<file path="config.mk">
export PLATFORM = sky130hd
export DESIGN_NAME = sdram_arbiter
export DESIGN_NICKNAME = d
export VERILOG_FILES = /design/src/rtl/tecmo_sdram_pkg.sv /design/src/rtl/sdram_arbiter_pick.sv /design/src/rtl/sdram_arbiter.sv
export SDC_FILE = /design/constraint.sdc
export NUM_CORES = 1
export LEC_CHECK = 0
export ABC_AREA = 1
export ABC_CLOCK_PERIOD_IN_PS = 2750
export CAP_MARGIN = 20
export CORE_ASPECT_RATIO = 1.75
export CORE_MARGIN = 10
export CORE_UTILIZATION = 36
export CTS_CLUSTER_SIZE = 10
export DETAILED_ROUTE_END_ITERATION = 7
export GPL_TIMING_DRIVEN = 1
export PLACE_DENSITY = 0.83
export SYNTH_ARGS = -nofsm -noshare
export SYNTH_HDL_FRONTEND = slang
export SYNTH_SLANG_ARGS = --single-unit
export TNS_END_PERCENT = 100
</file>
<file path="constraint.sdc">
create_clock -name clk -period 2.75 [get_ports clk]
set_input_delay 0.55 -clock clk [delete_from_list [all_inputs] [get_ports clk]]
set_output_delay 0.55 -clock clk [all_outputs]
set_load 0.02 [all_outputs]
</file>
<file path="src/rtl/tecmo_sdram_pkg.sv">
// Shared definitions for the three-port SDRAM arbiter: port count, port
// indices, arbiter state encoding and a one-hot helper.
package tecmo_sdram_pkg;

    localparam int NUM_PORTS = 3;

    // Port indices: 0 = bridge download, 1 = CPU ROM, 2 = graphics ROM
    localparam logic [1:0] PORT_DL  = 2'd0;
    localparam logic [1:0] PORT_CPU = 2'd1;
    localparam logic [1:0] PORT_GFX = 2'd2;

    typedef enum logic [1:0] {
        ST_IDLE = 2'd0,
        ST_REQ  = 2'd1,
        ST_WAIT = 2'd2
    } arb_state_t;

    // Convert a port index into its one-hot strobe position
    function automatic logic [NUM_PORTS-1:0] port_onehot(input logic [1:0] idx);
        case (idx)
            PORT_DL:  return 3'b001;
            PORT_CPU: return 3'b010;
            PORT_GFX: return 3'b100;
            default:  return 3'b000;
        endcase
    endfunction

endpackage

</file>
<file path="src/rtl/sdram_arbiter_pick.sv">
// Combinational grant selection: port 0 has absolute priority, ports 1 and 2
// share the remaining slots round-robin. ptr = 0 favours port 1, ptr = 1
// favours port 2.
module sdram_arbiter_pick
    import tecmo_sdram_pkg::*;
(
    input  logic [NUM_PORTS-1:0] req,
    input  logic                 ptr,
    output logic [NUM_PORTS-1:0] grant,
    output logic                 valid
);

    // Fixed priority for port 0, then round-robin between ports 1 and 2
    always_comb begin
        grant = 3'b000;
        valid = |req;
        if (req[PORT_DL]) begin
            grant = 3'b001;
        end else if (!ptr) begin
            if (req[PORT_CPU]) begin
                grant = 3'b010;
            end else if (req[PORT_GFX]) begin
                grant = 3'b100;
            end else begin
                grant = 3'b000;
            end
        end else begin
            if (req[PORT_GFX]) begin
                grant = 3'b100;
            end else if (req[PORT_CPU]) begin
                grant = 3'b010;
            end else begin
                grant = 3'b000;
            end
        end
    end

endmodule

</file>
<file path="src/rtl/sdram_arbiter.sv">
// Three-port SDRAM arbiter. One transaction is outstanding at a time: the
// winning port's command is latched in IDLE, presented to the controller in
// REQ until acked, and reads then wait in WAIT for the data strobe.
module sdram_arbiter
    import tecmo_sdram_pkg::*;
#(
    parameter int ADDR_WIDTH = 23,
    parameter int DATA_WIDTH = 32
) (
    input  logic                            clk,
    input  logic                            rst,
    input  logic [NUM_PORTS-1:0]            in_req,
    input  logic [NUM_PORTS-1:0]            in_we,
    input  logic [NUM_PORTS*ADDR_WIDTH-1:0] in_addr,
    input  logic [NUM_PORTS*DATA_WIDTH-1:0] in_din,
    output logic [NUM_PORTS-1:0]            in_ack,
    output logic [NUM_PORTS-1:0]            in_valid,
    output logic [DATA_WIDTH-1:0]           in_dout,
    output logic                            sdram_req,
    output logic                            sdram_we,
    output logic [ADDR_WIDTH-1:0]           sdram_addr,
    output logic [DATA_WIDTH-1:0]           sdram_din,
    input  logic                            sdram_ack,
    input  logic                            sdram_valid,
    input  logic [DATA_WIDTH-1:0]           sdram_dout,
    output logic                            busy
);

    arb_state_t              r_state;
    logic [1:0]              r_owner;
    logic                    r_ptr;
    logic                    r_sdram_req;
    logic                    r_we;
    logic [ADDR_WIDTH-1:0]   r_addr;
    logic [DATA_WIDTH-1:0]   r_din;
    logic                    r_busy;

    logic [NUM_PORTS-1:0]    w_grant;
    logic                    w_pick_valid;
    logic [1:0]              w_idx;
    logic                    w_sel_we;
    logic [ADDR_WIDTH-1:0]   w_sel_addr;
    logic [DATA_WIDTH-1:0]   w_sel_din;

    sdram_arbiter_pick u_pick (
        .req   (in_req),
        .ptr   (r_ptr),
        .grant (w_grant),
        .valid (w_pick_valid)
    );

    // Route the granted port's command fields to the capture registers
    always_comb begin
        w_idx      = PORT_DL;
        w_sel_we   = in_we[PORT_DL];
        w_sel_addr = in_addr[0 +: ADDR_WIDTH];
        w_sel_din  = in_din[0 +: DATA_WIDTH];
        case (w_grant)
            3'b010: begin
                w_idx      = PORT_CPU;
                w_sel_we   = in_we[PORT_CPU];
                w_sel_addr = in_addr[ADDR_WIDTH +: ADDR_WIDTH];
                w_sel_din  = in_din[DATA_WIDTH +: DATA_WIDTH];
            end
            3'b100: begin
                w_idx      = PORT_GFX;
                w_sel_we   = in_we[PORT_GFX];
                w_sel_addr = in_addr[2*ADDR_WIDTH +: ADDR_WIDTH];
                w_sel_din  = in_din[2*DATA_WIDTH +: DATA_WIDTH];
            end
            default: begin
                w_idx      = PORT_DL;
                w_sel_we   = in_we[PORT_DL];
                w_sel_addr = in_addr[0 +: ADDR_WIDTH];
                w_sel_din  = in_din[0 +: DATA_WIDTH];
            end
        endcase
    end

    // Arbiter FSM: capture a grant in IDLE, hold the command through REQ, wait for read data
    always_ff @(posedge clk or posedge rst) begin
        if (rst) begin
            r_state     <= ST_IDLE;
            r_owner     <= PORT_DL;
            r_ptr       <= 1'b0;
            r_sdram_req <= 1'b0;
            r_we        <= 1'b0;
            r_addr      <= '0;
            r_din       <= '0;
            r_busy      <= 1'b0;
        end else begin
            case (r_state)
                ST_IDLE: begin
                    if (w_pick_valid) begin
                        r_state     <= ST_REQ;
                        r_owner     <= w_idx;
                        r_we        <= w_sel_we;
                        r_addr      <= w_sel_addr;
                        r_din       <= w_sel_din;
                        r_sdram_req <= 1'b1;
                        r_busy      <= 1'b1;
                        // Port 0 wins leave the round-robin turn untouched
                        if (w_grant[PORT_CPU]) begin
                            r_ptr <= 1'b1;
                        end else if (w_grant[PORT_GFX]) begin
                            r_ptr <= 1'b0;
                        end else begin
                            r_ptr <= r_ptr;
                        end
                    end
                end
                ST_REQ: begin
                    if (sdram_ack) begin
                        r_sdram_req <= 1'b0;
                        if (r_we) begin
                            r_state <= ST_IDLE;
                            r_busy  <= 1'b0;
                        end else begin
                            r_state <= ST_WAIT;
                            r_busy  <= 1'b1;
                        end
                    end
                end
                ST_WAIT: begin
                    if (sdram_valid) begin
                        r_state <= ST_IDLE;
                        r_busy  <= 1'b0;
                    end
                end
                default: begin
                    r_state     <= ST_IDLE;
                    r_sdram_req <= 1'b0;
                    r_busy      <= 1'b0;
                end
            endcase
        end
    end

    // Forward controller handshakes to the owning port only in the phase that expects them
    always_comb begin
        in_ack   = 3'b000;
        in_valid = 3'b000;
        if ((r_state == ST_REQ) && sdram_ack) begin
            in_ack = port_onehot(r_owner);
        end else begin
            in_ack = 3'b000;
        end
        if ((r_state == ST_WAIT) && sdram_valid) begin
            in_valid = port_onehot(r_owner);
        end else begin
            in_valid = 3'b000;
        end
    end

    assign in_dout    = sdram_dout;
    assign sdram_req  = r_sdram_req;
    assign sdram_we   = r_we;
    assign sdram_addr = r_addr;
    assign sdram_din  = r_din;
    assign busy       = r_busy;

endmodule

</file>
==> results.json <==
{
  "pin_count": 303,
  "synth_top_area_share_pct": 36.9,
  "hp-start": "sdram_req",
  "ctsResizeCount": 0,
  "post_cts_buffers": 0,
  "reg2reg_slack_ps": 1090,
  "synth.area.top_cells": "dfrtp_1, nand3_1, nand2_1",
  "dr_total_vias": 5152,
  "hold_viol_final": 0,
  "end_kind": "primary output",
  "syn_nets": 854,
  "yosysMostFrequentCell": "nand2_1",
  "routed_wirelength_mm": 18.7,
  "finalSetupViolations": 0,
  "cts_tree": "yes",
  "dp_hpwl_mm": 14.2,
  "cts.sink_count": 63,
  "numCtsBuffers": 9,
  "min_path_type": "flop to flop",
  "grt_max_degree": 52,
  "antenna_found_initial": 0,
  "ys_seq_area_share_pct": 36.9,
  "period_needed_ps": 2570,
  "wire_per_inst_microns": 19.3,
  "drc": 0,
  "relSlewSlack_pct": 63.6,
  "ys_types": 17,
  "crit_arrival_ps": 2020,
  "cpPeakStageDelay_ps": 650,
  "outcome": "complete, no violations",
  "drive_above_1_share_pct": 5.73,
  "rows": 52,
  "p_leak_nw": 3.18,
  "die_x_microns": 102,
  "cts_hold_buffers": 0,
  "synthArstFlopShare_pct": 100,
  "min_to": "sdram_req",
  "vdd_ir_drop_max_mv": 0.359,
  "ys.flop_type": "dfrtp_1",
  "antenna_cells": 0,
  "synth_edf_count": 0,
  "ff2ff_path_depth": 7,
  "synth_warnings": 0,
  "clk_path_buf_depth": 2,
  "finalCritPeriodShare_pct": 93.4,
  "drtIter0Drc": 238,
  "r2r-start": "r_state[0]",
  "grt-ovfl-total": 0,
  "finalNonFillerCells": 972,
  "fin_skew_ps": 6.80,
  "start_util_pct": 36.9,
  "finalMaxSlewViolations": 0,
  "dp_cells": 957,
  "syn_area_per_cell_sq_um": 6.61,
  "syn-instance-count": 647,
  "cts_htree_levels": 3,
  "dr.pass1.iters": 5,
  "die_area_sq_um": 16800,
  "whs_ps": 489,
  "ant_nets": 0,
  "io_buffer_count": 238,
  "tightest_slew_ps": 545,
  "powerDensity_nw_per_um2": 906,
  "crit_slowest_cell": "clkdlybuf4s50_1",
  "ys_seq_elements": 63,
  "nets": 1040,
  "r2r-end": "sdram_din[2]",
  "clock_latency_ps": 320,
  "area_growth_pct": 59.1,
  "crit_top_cell": "clkdlybuf4s50_1",
  "crit_chain": "clkdlybuf4s50_1 -> nand3_1 -> nor3_1 -> clkdlybuf4s50_1",
  "final_util_pct": 58.7,
  "critPathLaunchType": "input port",
  "core_sq_um": 11600,
  "clk_pin_slew_ps": 50,
  "syn_area_sq_um": 4270,
  "rsz0062_at_grt": "false",
  "synth_top_area_cell": "dfrtp_1",
  "vias_per_cell": 5.30,
  "grt.total_usage_pct": 21.9,
  "maxCapViolCount": 0,
  "cp.required_ps": 2200,
  "critPathKind": "input port to primary output",
  "cts_root_buffer": "clkbuf_16",
  "synth_common_cells": "nand2_1, nand3_1, nor2_1",
  "whs_path_depth": 2,
  "die_h_microns": 164,
  "grt_pass1_vias": 5292,
  "grt_pass1_wl_mm": 28.4,
  "cp_max_fo": 3,
  "tns_ps": 0,
  "timing.fmax_mhz": 390,
  "finalWeightedCongestion": 0.860
}
-- layout make-up --
class	count	area (sq um)
clock buffers	10	229
clock inverters	5	50.0
fillers	1054	4780
inverters	25	93.8
multi-input cells	477	2150
flip-flops and latches	63	1580
well taps	135	169
repair buffers	257	2530
-- sequential cells by signal, summed over array words and instances, names as in the netlist --
register	cells
r_owner	2
r_state	2
sdram_we	1
sdram_addr	23
busy	1
r_ptr	1
sdram_req	1
sdram_din	32
-- kinds of logic (layout without fill, tap and decap cells) --
family / count (synthesis) / in the layout / share of synthesized area, %
AO/OA/AOI/OAI: 5 / 5 / 0.585
buffers and inverters: 107 / 297 / 13.3
flip-flops: 63 / 63 / 36.9
AND/OR/NAND/NOR: 472 / 472 / 49.3
-- worst max path at each step --
stage,start,end,slack (ps),cells past startpoint
6_report,sdram_valid,in_valid[2],180,4
5_1_grt,sdram_valid,in_valid[2],80,4
4_1_cts,sdram_valid,in_valid[2],150,4
3_5_place_dp,sdram_valid,in_valid[2],150,4
3_3_place_gp,sdram_valid,in_valid[2],170,4
2_1_floorplan,rst,busy,630,1
-- layout by cell type (no fill, tap or decap), types with 2 or more instances in the layout --
master / Yosys / routed
nor2_2: 3 / 4
nor2_1: 80 / 79
clkbuf_16: 0 / 9
inv_2: 1 / 2
dfrtp_1: 63 / 63
o21ai_0: 3 / 3
nor3_1: 6 / 6
nand2_1: 186 / 184
buf_4: 33 / 18
clkdlybuf4s50_1: 0 / 237
nand3_1: 141 / 141
inv_1: 24 / 23
nand3b_1: 2 / 2
nand4_1: 49 / 49
nand2_2: 5 / 7
clkinv_2: 0 / 4
-- stage by stage --
| step | total power, W | setup slack, ps | cell area (sq um) |
|---|---|---|---|
| 5_1_grt | 0.00659 | 83.6 | 6800 |
| 3_3_place_gp | 0.00503 | 169 | 6520 |
| 3_5_place_dp | 0.00509 | 153 | 6520 |
| 6_report | 0.00616 | 183 | 6800 |
| 4_1_cts | 0.00622 | 146 | 6800 |
| 2_1_floorplan | 0.00355 | 630 | 4270 |
-- report_power, final --
group / internal, W / switching, W / leakage (nW)
sequential: 0.00139 / 0.000270 / 0.757
combinational: 0.00146 / 0.00195 / 2.28
clock: 0.000689 / 0.000398 / 0.142
-- worst max-delay path, delay by kind of cell --
family / cells / cell delay [ps]
buffers and inverters: 2 / 1130
AND/OR/NAND/NOR: 2 / 340
-- layer usage --
metal / track usage [%] / wire (microns)
met1: 22.4 / 6450
met2: 38.8 / 9890
met3: 3.70 / 1180
met4: 16.2 / 1220
met5: 0 / 0
No activity file was read; power rests on OpenSTA's default activity.
